**config.mk**
```make
export PLATFORM = sky130hd
export DESIGN_NAME = id_hazard_ctrl
export DESIGN_NICKNAME = d
export VERILOG_FILES = /design/src/rtl/id_hazard_ctrl.sv
export SDC_FILE = /design/constraint.sdc
export NUM_CORES = 1
export LEC_CHECK = 0
export BUFFER_PORTS_ARGS = -buffer_cell sky130_fd_sc_hd__buf_2
export CAP_MARGIN = 20
export CORE_MARGIN = 2
export CORE_UTILIZATION = 43
export CTS_CLUSTER_DIAMETER = 80
export DETAILED_ROUTE_END_ITERATION = 10
export HOLD_SLACK_MARGIN = 0.08
export PLACE_DENSITY = 0.78
export RECOVER_POWER = 100
export SETUP_SLACK_MARGIN = 0.2
export SYNTH_ARGS = -nofsm -noshare
export SYNTH_HDL_FRONTEND = slang
export SYNTH_SLANG_ARGS = --single-unit
```
**constraint.sdc**
```tcl
create_clock -name clk -period 2.25 [get_ports clk]
set_input_delay 0 -clock clk [delete_from_list [all_inputs] [get_ports clk]]
set_output_delay 0 -clock clk [all_outputs]
set_load 0.005 [all_outputs]
```
**src/rtl/id_hazard_ctrl.sv**
```systemverilog
// rtl/id_hazard_ctrl.sv - ID stage register with immediate decode, load-use stall and branch flush control
package id_hazard_pkg;
    typedef enum logic [2:0] {
        IMMGEN_I  = 3'd0,
        IMMGEN_S  = 3'd1,
        IMMGEN_SB = 3'd2,
        IMMGEN_UJ = 3'd3,
        IMMGEN_U  = 3'd4
    } immgen_t;
endpackage

module id_hazard_ctrl
    import id_hazard_pkg::*;
#(
    parameter int CNT_W = 16
) (
    input  logic             clk,
    input  logic             rst_n,
    input  logic             if_valid,
    input  logic [31:0]      if_instr,
    output logic             id_ready,
    output logic             id_valid,
    output logic [31:0]      id_instr,
    output immgen_t          imm_sel,
    output logic             illegal_instr,
    output logic             ex_valid,
    input  logic             ex_ready,
    input  logic             ex_is_load,
    input  logic [4:0]       ex_rd,
    input  logic             branch_taken,
    output logic [CNT_W-1:0] stall_cycles
);

    typedef enum logic [1:0] {
        RUN        = 2'd0,
        LOAD_STALL = 2'd1,
        FLUSH      = 2'd2
    } state_t;

    state_t state, state_d;

    logic       known_op;
    logic       rs1_used;
    logic       rs2_used;
    logic       load_use;
    logic       drop_fetch;
    logic [4:0] rs1;
    logic [4:0] rs2;

    assign rs1 = id_instr[19:15];
    assign rs2 = id_instr[24:20];

    always_comb begin
        imm_sel  = IMMGEN_I;
        known_op = 1'b1;
        rs1_used = 1'b1;
        rs2_used = 1'b0;
        case (id_instr[6:0])
            7'b0000011, 7'b0010011, 7'b1100111: imm_sel = IMMGEN_I;
            7'b0100011: begin
                imm_sel  = IMMGEN_S;
                rs2_used = 1'b1;
            end
            7'b1100011: begin
                imm_sel  = IMMGEN_SB;
                rs2_used = 1'b1;
            end
            7'b1101111: begin
                imm_sel  = IMMGEN_UJ;
                rs1_used = 1'b0;
            end
            7'b0110111, 7'b0010111: begin
                imm_sel  = IMMGEN_U;
                rs1_used = 1'b0;
            end
            7'b0110011: rs2_used = 1'b1;
            default: begin
                known_op = 1'b0;
                rs1_used = 1'b0;
            end
        endcase
    end

    assign illegal_instr = id_valid & ~known_op;

    assign load_use = id_valid & ex_is_load & (ex_rd != 5'd0) &
                      ((rs1_used & (rs1 == ex_rd)) | (rs2_used & (rs2 == ex_rd)));

    always_comb begin
        state_d    = state;
        ex_valid   = 1'b0;
        id_ready   = 1'b1;
        drop_fetch = 1'b0;
        if (branch_taken) begin
            state_d    = FLUSH;
            drop_fetch = 1'b1;
        end else begin
            case (state)
                FLUSH: begin
                    state_d    = RUN;
                    drop_fetch = 1'b1;
                end
                LOAD_STALL: begin
                    ex_valid = id_valid;
                    id_ready = ~id_valid | ex_ready;
                    state_d  = id_ready ? RUN : LOAD_STALL;
                end
                default: begin
                    if (load_use) begin
                        id_ready = 1'b0;
                        state_d  = LOAD_STALL;
                    end else begin
                        ex_valid = id_valid;
                        id_ready = ~id_valid | ex_ready;
                    end
                end
            endcase
        end
    end

    // Flushed cycles clear id_valid but keep id_instr; decode is qualified by id_valid.
    always_ff @(posedge clk) begin
        if (!rst_n) begin
            state        <= RUN;
            id_valid     <= 1'b0;
            id_instr     <= 32'd0;
            stall_cycles <= '0;
        end else begin
            state <= state_d;
            if (drop_fetch) begin
                id_valid <= 1'b0;
            end else if (id_ready) begin
                id_valid <= if_valid;
                if (if_valid) begin
                    id_instr <= if_instr;
                end
            end
            if (id_valid && !id_ready && !branch_taken && (stall_cycles != {CNT_W{1'b1}})) begin
                stall_cycles <= stall_cycles + 1'b1;
            end
        end
    end

endmodule

```
* Yosys cells after proc, flatten, opt, wreduce, memory -nomap -nowiden
Index checks and enable logic that the tools add are counted. W data, S select, Z words.
Storage, ports and cells: bits in registers 51, bits in latches 0, RAM bits 0, memory bits (read-only) 0, input bits 43, output and inout port bits 55, word-level logic and storage cells 63, memories kept 0
Operators by class: $add $sub $neg 1, multipliers 0, divide/modulo/power cells 0, magnitude comparators 0, equality and inequality tests 14, shift-type cells 0, multiplexer cells 16, bitwise gates (word level) 12, reductions and logical operators 15
Operators by type and width (number):
- $eq A7 B6 Y1 const B | 3
- $eq A7 B7 Y1 const B | 3
- $add A16 B1 Y16 const B | 1
- $ne A16 B16 Y1 const B | 1
- $eq A7 B5 Y1 const B | 2
- $pmux W3 S4 | 1
- $eq A5 B5 Y1 | 2
- $mux W1 | 10
- $reduce_or A9 Y1 | 1
- $eq A7 B2 Y1 const B | 1
- $and A1 B1 Y1 | 6
- $reduce_or A2 Y1 | 3
- $reduce_or A6 Y1 | 1
- $reduce_bool A5 Y1 | 1
- $mux W2 | 2
- $not A1 Y1 | 4
- $pmux W1 S2 | 2
- $pmux W2 S2 | 1
- $reduce_bool A4 Y1 | 1
- $logic_and A1 B1 Y1 | 3
- $reduce_and A3 Y1 | 1
- $reduce_bool A3 Y1 | 1
- $reduce_or A3 Y1 | 1
- $eq A2 B1 Y1 const B | 1
- other kinds (3) | 5

* Logic depth before layout (Yosys ltp)
depth in word-level cells 13, depth in mapped cells 10, mapped depth without buffers 8

* Worst setup path before layout
OpenSTA, ideal clock, no wires.
path kind reg2reg, start point register state[0], end point register stall_cycles[14], setup time 0.132 ns, data arrival time 2.090 ns, required time 2.118 ns, setup slack 0.028 ns, stages on the path, launching flop included 11, buffers on the path 2, period minus slack after synthesis 2.222 ns, cell sequence dfxtp_1 inv_1 ha_1 inv_1 a221oi_4 o311ai_1 a31o_1 buf_4 buf_4 o31ai_1 a21oi_1
On the way: cells in the longest elaborated chain, start to end 7, elaborated cells on any way between the ends 8, classes of those cells eq/ne: 2; mux: 2; reduce/logical: 4
RTL lines:
- from (decl) | RTL line 40 | state_t state, state_d;
- from (signal assigned) | RTL line 129 | state <= state_d;
- $eq A2 B1 Y1 or $eq A2 B2 Y1 (tied branches) | RTL line 98 | case (state)
- $pmux W1 S2 (*) | RTL line 98
- $mux W1 (*) | RTL line 94 | if (branch_taken) begin
- $logic_not A1 Y1 (*) | RTL line 138 | if (id_valid && !id_ready && !branch_taken && (stall_cycles != {CNT_W{1'b1}})) begin
- $logic_and A1 B1 Y1 (*) (3 in a row) | RTL line 138
- to (signal assigned) | RTL line 139 | stall_cycles <= stall_cycles + 1'b1;
- to (decl) | RTL line 31 | output logic [CNT_W-1:0] stall_cycles
Every way passes the cells marked *; elsewhere a longest branch is shown, timed or not. A chain may end at the register's enable or synchronous reset.

* Final worst setup path
start point register state[1], end point register stall_cycles[13]
Same word-level chain as after synthesis.

==> impl_metrics.toml <==
[yosys]
synth-simple-area-share_pct = 22.9
synth_xor_area_share_pct = 3.96
yosys.area.top_type = "dfxtp_1"
dominantRegCellSynth = "dfxtp_1"
muxShareOfSynthArea_pct = 14.4
synth-seq-area-share_pct = 42.0
synth_top_family_by_area = "simple AND/OR/NAND/NOR gates"
syn_nets = 312
synth.area.top_cells = "dfxtp_1, mux2i_1, nor2_1, a21oi_1, nand2_1"
synth_compound_area_share_pct = 11.7
synth.most_common_cell = "dfxtp_1"
synthArstFlopShare_pct = 0
synth-seq-cells = 51
synth_edf_count = 0
synth_cell_types = 48
synth_top_area_share_pct = 42.0
synth_commonest_cells = "dfxtp_1, nor2_1, mux2i_1, nand2_1, a21oi_1"
syn_inst = 266
netlist_area_mm2 = 0.00243
syn_area_per_cell_um2 = 9.14
ys_warn_count = 0
synth_adder_area_share_pct = 1.54

[finish]
n_antenna_cell = 0
stdcell_area_mm2 = 0.00405
nets = 480
layout-drive-gt1-share_pct = 41.4
stdcell_count = 507
finalCoreUtilization_pct = 74.1
syn2layout_area_growth_pct = 66.7

[critical_path]
cp.arrival_ps = 2520
worstSetupPathDepth = 9
start_kind = "register"
crit_path_end_kind = "register"
worst-setup-path-type = "register to register"
path_delay_family = "compound AO/OA/AOI/OAI gates"
critical_path.max_fanout = 3
path_buf_inv = 2
cp_cell_sequence = "inv_1 > ha_2 > nor2b_4 > a221oi_4 > o311ai_4 > a31o_1 > buf_4 > o31ai_1 > a21oi_1"
cpMaxStageDelayCell = "dfxtp_2"
rr_worst_depth = 9
cpPeakStageDelay_ps = 400
worstPathRequired_ps = 2400

[timing]
fin_ws_ps = -120
relSlewSlack_pct = 52.0
min_period_over_period_pct = 105
finalSetupViolCount = 12
hold_viol = 0
fin_worst_skew_ps = 19.3
slew_viol_final = 0
hold_ws_ps = 127
fmax_mhz = 422
rsz0062_at_grt = "true"
worst_pin_slew_ps = 720
final.min_clock_period_ps = 2370
fin_setup_tns_ps = -499

[floorplan]
coreArea_mm2 = 0.00547
num_rows = 27
die_h_um = 79.2
die_w_um = 79.2
io_pins = 98
start_util_pct = 44.4
die_area_mm2 = 0.00627

[global_routing]
grt.met3_usage_pct = 3.30
track_usage_pct = 24.1
grt_use_met2_pct = 45.2
grt_pass1_wl_mm = 12.1
overflow = 0
grt_antenna_before_repair = 0
grt_pass1_vias = 2628
busiest_layer = "met2"
met1_usage_pct = 27.6
grt_start_max_net_pins = 30

[worst_hold_path]
hold_path_class = "primary input to register"
hold_path_depth = 4

[power_and_ir_drop]
p_leak_nw = 1.91
irDropWorstVdd_mv = 0.451
finalPower_mw = 2.28
powerDensity_mw_per_mm2 = 563

[route]
drc = 0
drtIter0Drc = 265
dr.pass1.iters = 5
finalWirelength_mm = 8.74
detail-route-antenna-nets = 0
wire_per_inst_um = 17.2
via_per_inst = 5.43
via_count = 2755

[cts]
clkSinkCount = 51
insertion_delay_ps = 310
cts_tree = "built"
cts-root-buf = "clkbuf_8"
clk_path_buf_depth = 2
cts_buffers = 5
htree_num_levels = 2
path_clk_slew_ps = 110

[placement]
port_buffers = 97
dpl-instance-area_mm2 = 0.00314
place.detailed.hpwl_mm = 4.51
place_inst = 442
place_congestion = 0.825
dp_slack_ps = -0.789

[run_status]
outcome = "complete, but fails checks"
violations = "setup timing"

[run]
drv_cap = 0
-- kinds of logic (layout without fill, tap and decap cells) --
family,count (synthesis),after routing
and+or+nand+nor,107,107
DFF,51,51
AOI/OAI and AO/OA,41,42
muxes,35,35
buffers and inverters,18,186
xor gates and xnor gates,11,11
adders and majority gates,3,3
-- repair_timing --
| item | 4_1_cts | 5_1_grt |
|---|---|---|
| hold buffers | 36 | 0 |
| setup endpoints to repair | 40 | 53 |
| pin swaps | 8 | 35 |
| setup buffers | 11 | 5 |
| resized for setup | 19 | 26 |
| endpoints found under the hold margin | 39 | 0 |
| cloned | 3 | 2 |
-- area by class of cell --
type | count | area, um^2
Multi-Input combinational cell | 198 | 1500
Fill cell | 383 | 1420
Timing Repair Buffer | 170 | 1270
Sequential cell | 51 | 1030
Tap cell | 72 | 90.1
Clock buffer | 5 | 68.8
Clock inverter | 3 | 67.6
Inverter | 8 | 32.5
-- worst reg2reg max path: cells and delay by family, from the launching register on --
family                     cells  cell delay [ps]
AOI/OAI and AO/OA              5             1270
DFF                            1              400
buffers and inverters          2              220
adders and majority gates      1              190
and+or+nand+nor                1              140
-- flip-flops by register name, indices dropped and copies added, names as in the netlist --
name	cells
state	2
id_instr	32
id_valid	1
stall_cycles	16
-- power by group --
group / internal, mW / total (mW) / switching, mW / leakage [nW]
sequential: 0.950 / 0.987 / 0.0371 / 0.418
combinational: 0.299 / 0.528 / 0.229 / 1.43
clock: 0.444 / 0.769 / 0.325 / 0.0644
-- path summary, 6_finish.rpt --
check | startpoint | end | slack, ps
max | state[1] | stall_cycles[13] | -120
min | rst_n | stall_cycles[2] | 130
max reg2reg | state[1] | stall_cycles[13] | -120
min reg2reg | id_instr[29] | id_instr[29] | 500
-- metal layers --
metal  wire length [um]  vias to the layer above
li1                   -                     1285
met1               3400                     1334
met2               4690                      114
met3                427                       22
met4                216                        0
met5                  0                        -
-- placed cells by master, fill, tap and decap left out, types with 6 or more instances in the layout --
master,Yosys,routed
dfxtp_1,51,46
dlygate4sd3_1,0,36
nand2_1,17,15
o21ai_0,6,6
mux2i_1,35,34
buf_6,0,9
xnor2_1,7,6
or3_1,8,7
nor2_1,42,41
a21oi_1,14,9
buf_4,5,21
inv_1,8,6
nand3_1,10,10
buf_2,0,93
(Power assumes the default switching activity.)
